--- src/rtl/ps2_kbd_ctrl.sv ---
// PS/2 set-2 scan-code sequencer: pops the keyboard FIFO one byte per three
// cycles, decodes E0/F0 prefixes and tracks the held key, presses and overflow.
module ps2_kbd_ctrl #(
  parameter int PRESS_W = 8,
  parameter int TIMEOUT = 1000000
) (
  input  logic               clk_i,
  input  logic               rst_i,
  input  logic               ready_i,
  input  logic [7:0]         data_i,
  input  logic               overflow_i,
  input  logic               ovf_clr_i,
  output logic               nextdata_n_o,
  output logic [7:0]         key_code_o,
  output logic               key_ext_o,
  output logic               key_valid_o,
  output logic [PRESS_W-1:0] press_cnt_o,
  output logic               make_pulse_o,
  output logic               break_pulse_o,
  output logic               ovf_sticky_o
);

  localparam int            TW      = (TIMEOUT > 1) ? $clog2(TIMEOUT) : 1;
  localparam logic [TW-1:0] TO_LAST = TW'(TIMEOUT - 1);

  typedef enum logic [1:0] {IDLE, POP, RECOV} state_e;

  state_e             state_q;
  logic               nextdata_n_q;
  logic [7:0]         key_code_q;
  logic               key_ext_q;
  logic               key_valid_q;
  logic [PRESS_W-1:0] press_cnt_q;
  logic               make_q;
  logic               break_q;
  logic               ovf_q;
  logic               ext_pend_q;
  logic               brk_pend_q;
  logic [TW-1:0]      tmo_q;

  logic               same_key;
  logic               pending;
  logic [TW-1:0]      tmo_d;
  logic [PRESS_W-1:0] press_cnt_d;

  // A byte naming the held key with the same extension is a repeat (make) or its release (break)
  assign same_key    = key_valid_q && (data_i == key_code_q) && (ext_pend_q == key_ext_q);
  assign pending     = ext_pend_q | brk_pend_q;
  assign tmo_d       = tmo_q + 1'b1;
  assign press_cnt_d = press_cnt_q + 1'b1;

  always_ff @(posedge clk_i) begin
    if (rst_i) begin
      state_q      <= IDLE;
      nextdata_n_q <= 1'b1;
      key_code_q   <= 8'h00;
      key_ext_q    <= 1'b0;
      key_valid_q  <= 1'b0;
      press_cnt_q  <= '0;
      make_q       <= 1'b0;
      break_q      <= 1'b0;
      ovf_q        <= 1'b0;
      ext_pend_q   <= 1'b0;
      brk_pend_q   <= 1'b0;
      tmo_q        <= '0;
    end else begin
      make_q  <= 1'b0;
      break_q <= 1'b0;

      if (overflow_i) begin
        ovf_q <= 1'b1;
      end else if (ovf_clr_i) begin
        ovf_q <= 1'b0;
      end

      unique case (state_q)
        IDLE: begin
          if (ready_i) begin
            state_q      <= POP;
            nextdata_n_q <= 1'b0;
            if (data_i == 8'hE0) begin
              ext_pend_q <= 1'b1;
            end else if (data_i == 8'hF0) begin
              brk_pend_q <= 1'b1;
            end else if (data_i != 8'hE1) begin
              ext_pend_q <= 1'b0;
              brk_pend_q <= 1'b0;
              if (brk_pend_q) begin
                if (same_key) begin
                  key_valid_q <= 1'b0;
                  break_q     <= 1'b1;
                end
              end else if (!same_key) begin
                key_code_q  <= data_i;
                key_ext_q   <= ext_pend_q;
                key_valid_q <= 1'b1;
                press_cnt_q <= press_cnt_d;
                make_q      <= 1'b1;
              end
            end
          end
        end
        POP: begin
          state_q      <= RECOV;
          nextdata_n_q <= 1'b1;
        end
        RECOV:   state_q <= IDLE;
        default: state_q <= IDLE;
      endcase

      // A prefix left dangling while the FIFO stays empty is dropped after TIMEOUT idle cycles
      if ((state_q == IDLE) && !ready_i && pending) begin
        if (tmo_q == TO_LAST) begin
          tmo_q      <= '0;
          ext_pend_q <= 1'b0;
          brk_pend_q <= 1'b0;
        end else begin
          tmo_q <= tmo_d;
        end
      end else begin
        tmo_q <= '0;
      end
    end
  end

  assign nextdata_n_o  = nextdata_n_q;
  assign key_code_o    = key_code_q;
  assign key_ext_o     = key_ext_q;
  assign key_valid_o   = key_valid_q;
  assign press_cnt_o   = press_cnt_q;
  assign make_pulse_o  = make_q;
  assign break_pulse_o = break_q;
  assign ovf_sticky_o  = ovf_q;

endmodule

--- config.mk ---
export PLATFORM = sky130hd
export DESIGN_NAME = ps2_kbd_ctrl
export DESIGN_NICKNAME = d
export VERILOG_FILES = /design/src/rtl/ps2_kbd_ctrl.sv
export SDC_FILE = /design/constraint.sdc
export NUM_CORES = 1
export LEC_CHECK = 0
export CORE_ASPECT_RATIO = 1.75
export CORE_UTILIZATION = 45
export DETAILED_ROUTE_END_ITERATION = 10
export PLACE_DENSITY = 0.69
export SLEW_MARGIN = 15
export SYNTH_ARGS = -nofsm -noshare
export SYNTH_HDL_FRONTEND = slang
export SYNTH_SLANG_ARGS = --single-unit
--- constraint.sdc ---
create_clock -name clk_i -period 2.2 [get_ports clk_i]
set_input_delay 0.44 -clock clk_i [delete_from_list [all_inputs] [get_ports clk_i]]
set_output_delay 0.44 -clock clk_i [all_outputs]
set_load 0.02 [all_outputs]
**Word-level counts from Yosys, hierarchy flattened**

Index checks and enable logic that the tools add are counted.

- Multiplexer cells: 25
- Reductions and logical operators: 14
- Bitwise operators: 9
- Equal/unequal tests: 10
- Add/subtract/negate cells: 2

Operators with widths:

| cell | number |
|---|---|
| two-way mux 1 bit | 22 |
| adder 20 x 1 -> 20 bit (second input constant) | 1 |
| == test 20 bit (second input constant) | 1 |
| == test 8 bit (second input constant) | 2 |
| AND reduction 7 bit | 2 |
| OR reduction 7 bit | 2 |
| adder 8 x 1 -> 8 bit (second input constant) | 1 |
| == test 8 bit | 1 |
| inequality test 8 bit (second input constant) | 1 |
| NOT 1 bit | 8 |
| logical AND 1 bit | 4 |
| inequality test 2 bit (second input constant) | 2 |
| one-hot mux 2 bit (2 select lines) | 1 |
| nonzero test 2 bit | 2 |
| OR reduction 3 bit | 1 |
| == test 2 x 1 -> 1 bit (second input constant) | 1 |
| zero test 2 bit | 1 |
| two-way mux 2 bit | 1 |
| inequality test 2 x 1 -> 1 bit (second input constant) | 1 |
| one-hot mux 1 bit (2 select lines) | 1 |
| AND reduction 2 bit | 1 |
| == test 1 bit | 1 |
| zero test 1 bit | 1 |
| OR 1 bit | 1 |

- Output and inout bits: 22
- Input bits: 13
- Register bits: 46
- Logic and storage cells: 72

**Depth between registers and ports, before layout**

- Word-level depth: 8
- Gate-level depth with buffers: 10
- Mapped depth without buffers: 9

**Worst setup path after synthesis**

Ideal clock, no wire load.

- Kind: flip-flop to flip-flop
- Start point: reg key_code_q[6], in the netlist key_code_o[6]
- End point: reg press_cnt_q[5], in the netlist press_cnt_o[5]
- Stages on the path, launching flop included: 10
- Arrival time: 1.905 ns
- Period minus slack after synthesis: 1.976 ns
- Library setup time: 0.071 ns
- Buffers on the path: 0
- Setup slack: 0.224 ns
- Data required time: 2.129 ns
- Path through: dfxtp_1 -> xnor2_1 -> nand4_1 -> nor3_1 -> inv_1 -> ha_1 -> nand4bb_4 -> a31o_4 -> or4_1 -> a21oi_1

- Longest elaborated chain between the ends: 5

RTL lines:

| element | line | source |
|---|---|---|
| from (decl) | 30 | `logic [7:0] key_code_q;` |
| from (signal assigned) | 94 | `key_code_q <= data_i;` |
| == test 8 bit | 47 | `assign same_key = key_valid_q && (data_i == key_code_q) && (ext_pend_q == key_ext_q);` |
| logical AND 1 bit (2 in series) | 47 |  |
| NOT 1 bit (no line) | - |  |
| AND reduction 7 bit (no line) | - |  |
| to (signal assigned) | 97 | `press_cnt_q <= press_cnt_d;` |
| to (decl) | 33 | `logic [PRESS_W-1:0] press_cnt_q;` |

No other way between the ends.
A chain may end at the register's enable or synchronous reset.

**Worst setup path in the final report**

- Start point: in data_i[3]
- End point: reg press_cnt_q[5], in the netlist press_cnt_o[5]

- Longest elaborated chain between the ends: 5
- Elaborated cells between the ends (all ways): 10
- Those cells by class: eq/ne: 4; bitwise: 3; reduce/logical: 3

RTL lines:

| element | line | source |
|---|---|---|
| from (decl) | 10 | `input logic [7:0] data_i,` |
| == test 8 bit | 47 |  |
| logical AND 1 bit (2 in series) | 47 |  |
| NOT 1 bit (no line) | - |  |
| AND reduction 7 bit (no line) * | - |  |

Every way passes the cells marked *; elsewhere a longest branch is shown, timed or not.

==> impl_metrics.json <==
{
  "worst_pin_slew_ns": 0.552,
  "outcome": "complete, no violations",
  "fp-row-count": 33,
  "first_pass_iters": 4,
  "antenna_found_initial": 0,
  "cts_tree": "yes",
  "place_ws_ns": -0.582,
  "combinationalPowerShare_pct": 13.2,
  "drt_iter0_drc": 17,
  "worstSetupStartpointType": "input pin",
  "core_um2": 4670,
  "synth_area_per_cell_um2": 9.24,
  "skew_ns": 0.0114,
  "crit_path_top_delay_cell": "or4_4",
  "ys_ff_latch": 46,
  "n_antenna_cell": 0,
  "ys_top_cells_by_area": "dfxtp_1, nor2_1, xnor2_1, mux2i_1, xor2_1",
  "placed_cell_area_um2": 2730,
  "first_global_vias": 1822,
  "yosys_warnings": 0,
  "drc": 0,
  "clk_path_buf_depth": 2,
  "grt_pass1_wl_mm": 8.02,
  "cts_buffers": 5,
  "die_w_um": 54.6,
  "cap_violations": 0,
  "htreeDepth": 2,
  "routed_wl_mm": 5.14,
  "rsz0062_at_grt": "no",
  "worstRegToRegCells": 9,
  "grt_max_degree": 21,
  "post-route-period-util_pct": 92.9,
  "dp_cells": 338,
  "p_seq_share_pct": 50.5,
  "clk_pin_slew_ns": 0.09,
  "ys_types": 51,
  "viasPerCell": 5.44,
  "whs_ns": 0.465,
  "gp_congestion": 0.850,
  "swShare_pct": 24.3,
  "internal_power_w": 0.00131,
  "finalHoldViolations": 0,
  "critPathKind": "input pin to flip-flop",
  "cpPeakStageDelay_ns": 0.51,
  "p_switching_w": 0.000420,
  "cp_num_cells": 10,
  "start_util_pct": 46.7,
  "nets": 310,
  "synth_top_flop_cell": "dfxtp_1",
  "avgRoutedWirePerCell_um": 14.8,
  "num-fill-cells": 429,
  "hpwl_mm": 3.84,
  "relSlewSlack_pct": 63.2,
  "worstHoldPathCells": 1,
  "setup_viol": 0,
  "critPathTopFamily": "simple AND/OR/NAND/NOR gates",
  "critPathCaptureType": "flip-flop",
  "cp_num_buf_inv": 2,
  "required_ns": 2.45,
  "powerDensity_nw_per_um2": 603,
  "max_freq_mhz": 489,
  "die_area_um2": 5140,
  "min_period_ns": 2.04,
  "fin_util_pct": 61.4,
  "synthArstFlopShare_pct": 0,
  "leakage_nw": 1.03,
  "syn_nets": 252,
  "drive_above_1_share_pct": 18.3,
  "yosysSeqAreaShare_pct": 42.2,
  "syn-cell-area_um2": 2180,
  "fin_ws_ns": 0.156,
  "grt.total_usage_pct": 21.9,
  "cts.sinks": 46,
  "critPathMaxFanout": 6,
  "synth-edff-count": 0,
  "insertion_delay_ns": 0.30,
  "yosysTopAreaCell": "dfxtp_1",
  "ios": 35,
  "min_path_type": "flip-flop to flip-flop",
  "crit_chain": "dlygate4sd2_1 > xnor2_1 > nand4_1 > nor3_2 > inv_1 > ha_2 > nand4bb_4 > a31o_4 > or4_4 > a21oi_2",
  "die_h_um": 94.1,
  "clkPwrFrac_pct": 36.3,
  "final_cells": 347,
  "arrival_ns": 2.29,
  "vias": 1888,
  "root_buffer": "clkbuf_8",
  "fin_area_um2": 2860,
  "antenna_left": 0,
  "vdd_drop_max_uv": 523,
  "netlist.area_leader.share_pct": 42.2,
  "maxSlewViolCount": 0,
  "numPortBuffers": 34,
  "area_delta_synth_final_pct": 31.3,
  "netlist_instances": 236,
  "overflow": 0
}
through the flow:
stage / TNS [ns] / total power (W)
2_1_floorplan: 0 / 0.00100
3_3_place_gp: -8.03 / 0.00112
3_5_place_dp: -8.74 / 0.00112
4_1_cts: 0 / 0.00174
5_1_grt: 0 / 0.00179
6_report: 0 / 0.00173
worst paths after layout:
path	start	end	slack, ns
worst max-delay path	data_i[3]	press_cnt_o[5]$_SDFFE_PP0P_	0.16
worst min-delay path	tmo_q[0]$_SDFF_PP0_	tmo_q[0]$_SDFF_PP0_	0.47
worst max register to register	key_ext_o$_SDFFE_PP0P_	press_cnt_o[5]$_SDFFE_PP0P_	0.16
worst min register to register	tmo_q[0]$_SDFF_PP0_	tmo_q[0]$_SDFF_PP0_	0.47
cells in the mapped netlist (2+ instances only):
master,n
nor2_1,31
nand4b_1,2
mux2i_1,8
xnor2_1,12
and2_1,2
nor3_1,6
nor4_1,2
nand2_1,15
buf_2,3
nand4_1,7
dfxtp_1,46
or4_1,4
nand3_1,9
and4_1,4
inv_1,9
o21ai_0,9
ha_1,3
o31ai_1,4
clkbuf_1,3
nor2b_1,2
a21oi_1,13
or3_1,4
and4_4,2
xor2_1,9
routing by layer:
layer	vias to the layer above	global-route usage [%]	part of all wire [%]
li1	961	-	-
met1	889	19.6	37
met2	30	43.4	59
met3	8	4.21	2.8
met4	0	7.91	1.9
met5	-	0	0
repair_timing:
| item | in CTS | in global routing |
|---|---|---|
| pin swaps | 1 | 0 |
| setup buffers | 1 | 0 |
| gates resized for setup | 11 | 3 |
| hold buffers | 0 | 0 |
| setup endpoints to repair | 16 | 12 |
| gates cloned | 0 | 0 |
sequential cells by signal (all words and copies together), names as in the netlist:
register and flops:
break_pulse_o 1, brk_pend_q 1, ext_pend_q 1, key_code_o 8, key_ext_o 1, key_valid_o 1, make_pulse_o 1, nextdata_n_o 1
ovf_sticky_o 1, press_cnt_o 8, state_q 2, tmo_q 20
power by group through the flow:
stage / registers, W / clock network (W) / logic (W)
floorplan: 0.000913 / 0 / 0.0000904
global route: 0.000875 / 0.000667 / 0.000244
detailed placement: 0.000892 / 0 / 0.000227
global placement: 0.000892 / 0 / 0.000224
finish: 0.000872 / 0.000626 / 0.000228
CTS: 0.000873 / 0.000640 / 0.000229
placed cells by master, fill, tap and decap left out, types with 3 or more instances in the layout:
| cell type | instances |
|---|---|
| a21oi_1 | 12 |
| and4_1 | 4 |
| buf_4 | 24 |
| clkbuf_8 | 5 |
| clkdlybuf4s50_1 | 26 |
| dfxtp_1 | 46 |
| dlygate4sd2_1 | 7 |
| inv_1 | 9 |
| mux2i_1 | 8 |
| nand2_1 | 15 |
| nand3_1 | 9 |
| nand4_1 | 7 |
| nor2_1 | 31 |
| nor3_1 | 4 |
| o21ai_0 | 9 |
| o31ai_1 | 4 |
| or3_1 | 4 |
| or4_1 | 3 |
| xnor2_1 | 12 |
| xor2_1 | 9 |
area by class of cell:
type	instances	area [um2]	area share [%]
Clock inverter	3	40.0	1.40
Sequential cell	46	921	32.2
Tap cell	52	65.1	2.27
Clock buffer	5	68.8	2.40
Timing Repair Buffer	58	514	18.0
Multi-Input combinational cell	174	1220	42.6
Inverter	9	33.8	1.18
cells by family after synthesis:
group           after synthesis  synth area share [%]
simple gates                105                  28.9
flops                        46                  42.2
buf+inv                      16                  3.10
mux                          10                  4.70
compound gates               35                  10.9
xor+xnor                     21                  8.43
fa+ha+maj                     3                  1.72
(Power assumes the default switching activity.)
